[config.mk]
export PLATFORM = sky130hd
export DESIGN_NAME = seven_seg_scanner
export DESIGN_NICKNAME = d
export VERILOG_FILES = /design/src/rtl/seven_seg_pkg.sv /design/src/rtl/seven_seg_scanner_seg_decoder.sv /design/src/rtl/seven_seg_scanner.sv
export SDC_FILE = /design/constraint.sdc
export NUM_CORES = 1
export LEC_CHECK = 0
export ABC_AREA = 1
export BUFFER_PORTS_ARGS = -buffer_cell sky130_fd_sc_hd__buf_4
export CORE_ASPECT_RATIO = 0.8
export CORE_MARGIN = 4
export CORE_UTILIZATION = 50
export DETAILED_ROUTE_END_ITERATION = 7
export PLACE_DENSITY = 0.7
export SLEW_MARGIN = 10
export SYNTH_ARGS = -nofsm -noshare
export SYNTH_HDL_FRONTEND = slang
export SYNTH_HIERARCHICAL = 1
export SYNTH_SLANG_ARGS = --single-unit
[constraint.sdc]
create_clock -name clk -period 2.8 [get_ports clk]
set_clock_uncertainty 0.2 [all_clocks]
set_input_delay 0.56 -clock clk [delete_from_list [all_inputs] [get_ports clk]]
set_output_delay 0.56 -clock clk [all_outputs]
set_load 0.02 [all_outputs]
[src/rtl/seven_seg_pkg.sv]
// Shared definitions for the 7-segment scanner: segment bit order, glyph table
// (active-low, seg[0]=a .. seg[6]=g) and the slot phase type.
package seven_seg_pkg;

  localparam int SEG_A = 0;
  localparam int SEG_B = 1;
  localparam int SEG_C = 2;
  localparam int SEG_D = 3;
  localparam int SEG_E = 4;
  localparam int SEG_F = 5;
  localparam int SEG_G = 6;

  localparam logic [6:0] SEG_OFF = 7'h7F;

  // Written as 7'bgfedcba; index 0 is the rightmost entry.
  localparam logic [15:0][6:0] SEG_GLYPHS = {
    7'b0001110,  // F
    7'b0000110,  // E
    7'b0100001,  // d
    7'b1000110,  // C
    7'b0000011,  // b
    7'b0001000,  // A
    7'b0010000,  // 9
    7'b0000000,  // 8
    7'b1111000,  // 7
    7'b0000010,  // 6
    7'b0010010,  // 5
    7'b0011001,  // 4
    7'b0110000,  // 3
    7'b0100100,  // 2
    7'b1111001,  // 1
    7'b1000000   // 0
  };

  typedef enum logic {
    PH_BLANK = 1'b0,
    PH_DRIVE = 1'b1
  } phase_e;

endpackage

[src/rtl/seven_seg_scanner_seg_decoder.sv]
// Combinational hex-to-segment decoder with a blank override; active-low outputs.
module seg_decoder
  import seven_seg_pkg::*;
(
  input  logic [3:0] value,
  input  logic       blank,
  output logic [6:0] seg
);

  always_comb begin
    seg = blank ? SEG_OFF : SEG_GLYPHS[value];
  end

endmodule

[src/rtl/seven_seg_scanner.sv]
// Time-multiplexed common-anode display driver with per-slot blanking gap,
// per-frame input snapshot and optional leading-zero suppression.
module seven_seg_scanner
  import seven_seg_pkg::*;
#(
  parameter int DIGITS       = 4,
  parameter int REFRESH_DIV  = 100000,
  parameter int BLANK_CYCLES = 1000
) (
  input  logic                  clk,
  input  logic                  reset,
  input  logic                  en,
  input  logic [4*DIGITS-1:0]   digits_in,
  input  logic [DIGITS-1:0]     dp_in,
  input  logic                  blank_lz,
  output logic [DIGITS-1:0]     anode,
  output logic [6:0]            seg,
  output logic                  dp,
  output logic                  frame_start
);

  localparam int CW = (REFRESH_DIV > 1) ? $clog2(REFRESH_DIV) : 1;
  localparam int IW = (DIGITS > 1) ? $clog2(DIGITS) : 1;

  logic [CW-1:0]         cnt, cnt_nx;
  logic [IW-1:0]         idx, idx_nx;
  logic [4*DIGITS-1:0]   snap_dig, snap_dig_nx;
  logic [DIGITS-1:0]     snap_dp, snap_dp_nx;
  logic                  snap_valid;
  logic                  load;
  logic                  cnt_wrap;
  phase_e                phase_nx;
  logic                  drive_nx;
  logic [3:0]            val_nx;
  logic                  lz_nx;
  logic                  dp_nx;
  logic [DIGITS-1:0]     anode_nx;
  logic [6:0]            seg_dec;

  // Outputs are decoded from next-state values so the registered display
  // matches the registered cnt/idx/snapshot in the same cycle.
  always_comb begin
    cnt_nx      = cnt;
    idx_nx      = idx;
    snap_dig_nx = snap_dig;
    snap_dp_nx  = snap_dp;
    load        = 1'b0;
    cnt_wrap    = (cnt == CW'(REFRESH_DIV - 1));
    if (en) begin
      if (cnt_wrap) begin
        cnt_nx = '0;
        idx_nx = (idx == IW'(DIGITS - 1)) ? '0 : idx + IW'(1);
      end else begin
        cnt_nx = cnt + CW'(1);
      end
      load = !snap_valid || (cnt_wrap && (idx == IW'(DIGITS - 1)));
      if (load) begin
        snap_dig_nx = digits_in;
        snap_dp_nx  = dp_in;
      end
    end

    phase_nx = (cnt_nx < CW'(BLANK_CYCLES)) ? PH_BLANK : PH_DRIVE;
    drive_nx = en && (phase_nx == PH_DRIVE);
    val_nx   = snap_dig_nx[4*idx_nx +: 4];
    dp_nx    = ~snap_dp_nx[idx_nx];

    lz_nx = blank_lz && (idx_nx != '0);
    for (int unsigned i = 0; i < DIGITS; i++) begin
      if ((i >= 32'(idx_nx)) && (snap_dig_nx[4*i +: 4] != 4'h0)) begin
        lz_nx = 1'b0;
      end
    end

    anode_nx = '1;
    if (drive_nx) begin
      anode_nx[idx_nx] = 1'b0;
    end
  end

  seg_decoder u_dec (
    .value (val_nx),
    .blank (!drive_nx || lz_nx),
    .seg   (seg_dec)
  );

  always_ff @(posedge clk or posedge reset) begin
    if (reset) begin
      cnt         <= '0;
      idx         <= '0;
      snap_dig    <= '0;
      snap_dp     <= '0;
      snap_valid  <= 1'b0;
      anode       <= '1;
      seg         <= SEG_OFF;
      dp          <= 1'b1;
      frame_start <= 1'b0;
    end else begin
      cnt         <= cnt_nx;
      idx         <= idx_nx;
      snap_dig    <= snap_dig_nx;
      snap_dp     <= snap_dp_nx;
      snap_valid  <= snap_valid | load;
      anode       <= anode_nx;
      seg         <= seg_dec;
      dp          <= drive_nx ? dp_nx : 1'b1;
      frame_start <= load;
    end
  end

endmodule

==> results.yml <==
run_status:
  status: "finished clean"
timing:
  period_needed_ns: 2.68
  max_slew_margin: 0.748
  slew_violations: 0
  period_share: 0.959
  setup_ws_ns: 0.115
  worstMarginPinSlew_ns: 0.375
  hold_viol_final: 0
  max_freq_ghz: 0.373
  finalSetupViolCount: 0
  rsz0062_at_grt: "yes"
synthesis:
  syn_inst: 378
  synth_cell_type_count: 29
  synth_most_common_cell: "nand2_1"
  netlist_top_cells_count: "nand2_1, inv_1, nand3_1"
  synthesis.nets: 411
  synth-edff-count: 0
  yosys_register_bits: 53
  avgSynthCellArea_um2: 7.75
  synth_ff_type: "dfrtp_1"
  synth_top_area_frac: 0.350
  synth_top_area_cell: "dfrtp_1"
  yosys_warnings: 6
  synth_seq_area_share: 0.458
  ys_async_sr_fraction: 1.00
  yosys-top-cells-area: "dfrtp_1, nand2_1, dfstp_2"
  netlist_area_um2: 2930
power_and_ir_drop:
  clkPwrFrac: 0.291
  intPower_w: 0.00116
  switching_power_w: 0.000467
  leakagePower_nw: 2.01
  report.power.total_w: 0.00162
  worst_ir_drop_vdd_mv: 0.253
  powerDensity_nw_per_um2: 437
  power_frac_seq: 0.541
  p_comb_frac: 0.167
  power.share.switching: 0.287
detailed_routing:
  antenna_left: 0
  vias_per_cell: 5.05
  first_pass_iters: 6
  m1WireLength_um: 3390
  wl_met3_um: 441
  drt_iter0_drc: 190
  wl_per_cell_um: 13.8
  top_layer_used: "met4"
  route.detailed.drc: 0
  vias: 2644
  route.met2.wl_um: 3300
  wl_um: 7240
clock_network:
  insertion_delay_ns: 0.31
  cts_tree: "done"
  ctsHtreeMaxLevel: 2
  cts_sinks: 53
  clockRootBuffer: "clkbuf_8"
  clockBufferDepth: 2
  cts_buffers: 5
  path_clk_slew_ns: 0.10
job:
  cap_violations: 0
floorplanning:
  start_util: 0.527
  die_y_um: 76.4
  core_area_um2: 5560
  die_w_um: 93.6
  row_count: 24
  io_pins: 37
  die_area_um2: 7150
setup_path:
  reg2reg_slack_ns: 0.12
  setup.worst_path.start: "cnt[14]"
  worstPathMaxFanout: 5
  arrival_ns: 2.72
  critPathLaunchType: "flop"
  r2r_end: "seg[4]"
  rr_worst_depth: 16
  crit_required_ns: 2.83
  crit_type: "flop to flop"
  worstReg2RegStart: "cnt[14]"
  worst_setup_path_end_kind: "flop"
grt:
  grt_pass1_vias: 2438
  grt_antenna_before_repair: 0
  grtUsageTotal: 0.200
  grt_pass1_wl_um: 11400
  grt_max_degree: 24
  grt_remaining_overflow: 0
final_layout:
  layout-drive-gt1-share: 0.287
  multi_input_area_um2: 1400
  fillerInstances: 439
  final_nets: 478
  n_antenna_cell: 0
  syn_to_final_growth_pct: 26.9
  seqCellArea_um2: 1340
placement:
  routabilityCongestion: 0.888
  dpl_worst_slack_ns: -0.0447
  io_buffers: 36
  dp_hpwl_um: 5170
hold_path:
  worstHoldPathCells: 2
  holdCritPathClass: "flop to flop"
  hold_end: "snap_valid"
  hold_start: "snap_valid"
[final cells by class]
type | instances | share of cell area
clock buffer | 7 | 0.0259
clock inverter | 1 | 0.00135
inverter | 67 | 0.0690
multi-input combinational | 252 | 0.376
sequential | 53 | 0.361
tap | 78 | 0.0263
timing repair buffer | 66 | 0.140
[registers in the layout, summed over array words and instances (netlist names)]
name / count
anode: 4
snap_dig: 16
seg: 7
cnt: 17
snap_dp: 4
dp: 1
snap_valid: 1
frame_start: 1
idx: 2
[layer usage]
metal,GRT usage,up-vias
met1,0.292,1231
met5,0,-
met2,0.305,86
met4,0.0476,0
li1,-,1313
met3,0.0385,14
[placed cells by master, fill, tap and decap left out, types with 11 or more instances in the layout]
cell type    n
buf_4       61
dfrtp_1     41
dfstp_2     12
inv_1       54
inv_2       11
nand2_1    109
nand2_2     11
nand3_1     47
nor2_1      24
[how the worst max path moves through the flow]
stage                   to  slack, ns  cells after the start
global placement    seg[3]       0.02                     15
detailed placement  seg[3]      -0.04                     15
floorplan           seg[3]       0.17                     12
global route        seg[4]      -0.04                     16
CTS                 seg[3]       0.02                     15
finish              seg[4]       0.12                     16
[timing repair]
item,4_1_cts,5_1_grt
hold buffers,1,0
setup endpoints to repair,0,7
resized for setup,0,32
setup buffers,0,12
endpoints found under the hold margin,11,0
[kinds of logic (layout without fill, tap and decap cells)]
family | after synthesis | in the layout | share of synthesized area
compound gates | 17 | 17 | 0.0372
buf+inv | 74 | 141 | 0.105
simple gates | 217 | 218 | 0.338
fa+ha+maj | 9 | 9 | 0.0385
flops | 53 | 53 | 0.458
xor+xnor | 8 | 8 | 0.0239
[worst max-delay path, cell delays in order, from the launching register on]
cell and delay, ns:
dfrtp_1 0.44, inv_2 0.08, nand4_1 0.14, nor2_4 0.22, nand4_4 0.21, nand2_8 0.16, nand2_1 0.06, nand2_1 0.08
inv_1 0.07, a22oi_2 0.20, nand3_4 0.16, inv_4 0.12, buf_4 0.11, ha_1 0.14, nand2_1 0.06, nand3_1 0.08
nand3_1 0.07
[per-stage QoR]
step / setup TNS (ns) / utilization / hold WS, ns / area [µm²] / std cells
detailed placement: -0.0788 / 0.606 / 0.244 / 3370 / 502
global route: -0.152 / 0.669 / 0.276 / 3720 / 524
CTS: 0 / 0.626 / 0.267 / 3480 / 511
global placement: 0 / 0.606 / 0.228 / 3370 / 502
finish: 0 / 0.669 / 0.261 / 3720 / 524
floorplan: 0 / - / 0.214 / 2930 / 378
[power by group through the flow]
| stage | Clock [W] | Sequential [W] | Combinational [W] |
|---|---|---|---|
| floorplan | 0 | 0.000886 | 0.000183 |
| global placement | 0 | 0.000888 | 0.000258 |
| detailed placement | 0 | 0.000891 | 0.000264 |
| CTS | 0.000483 | 0.000876 | 0.000268 |
| global route | 0.000524 | 0.000887 | 0.000309 |
| finish | 0.000473 | 0.000879 | 0.000272 |
Note: power is estimated with default switching activity, not from simulation.
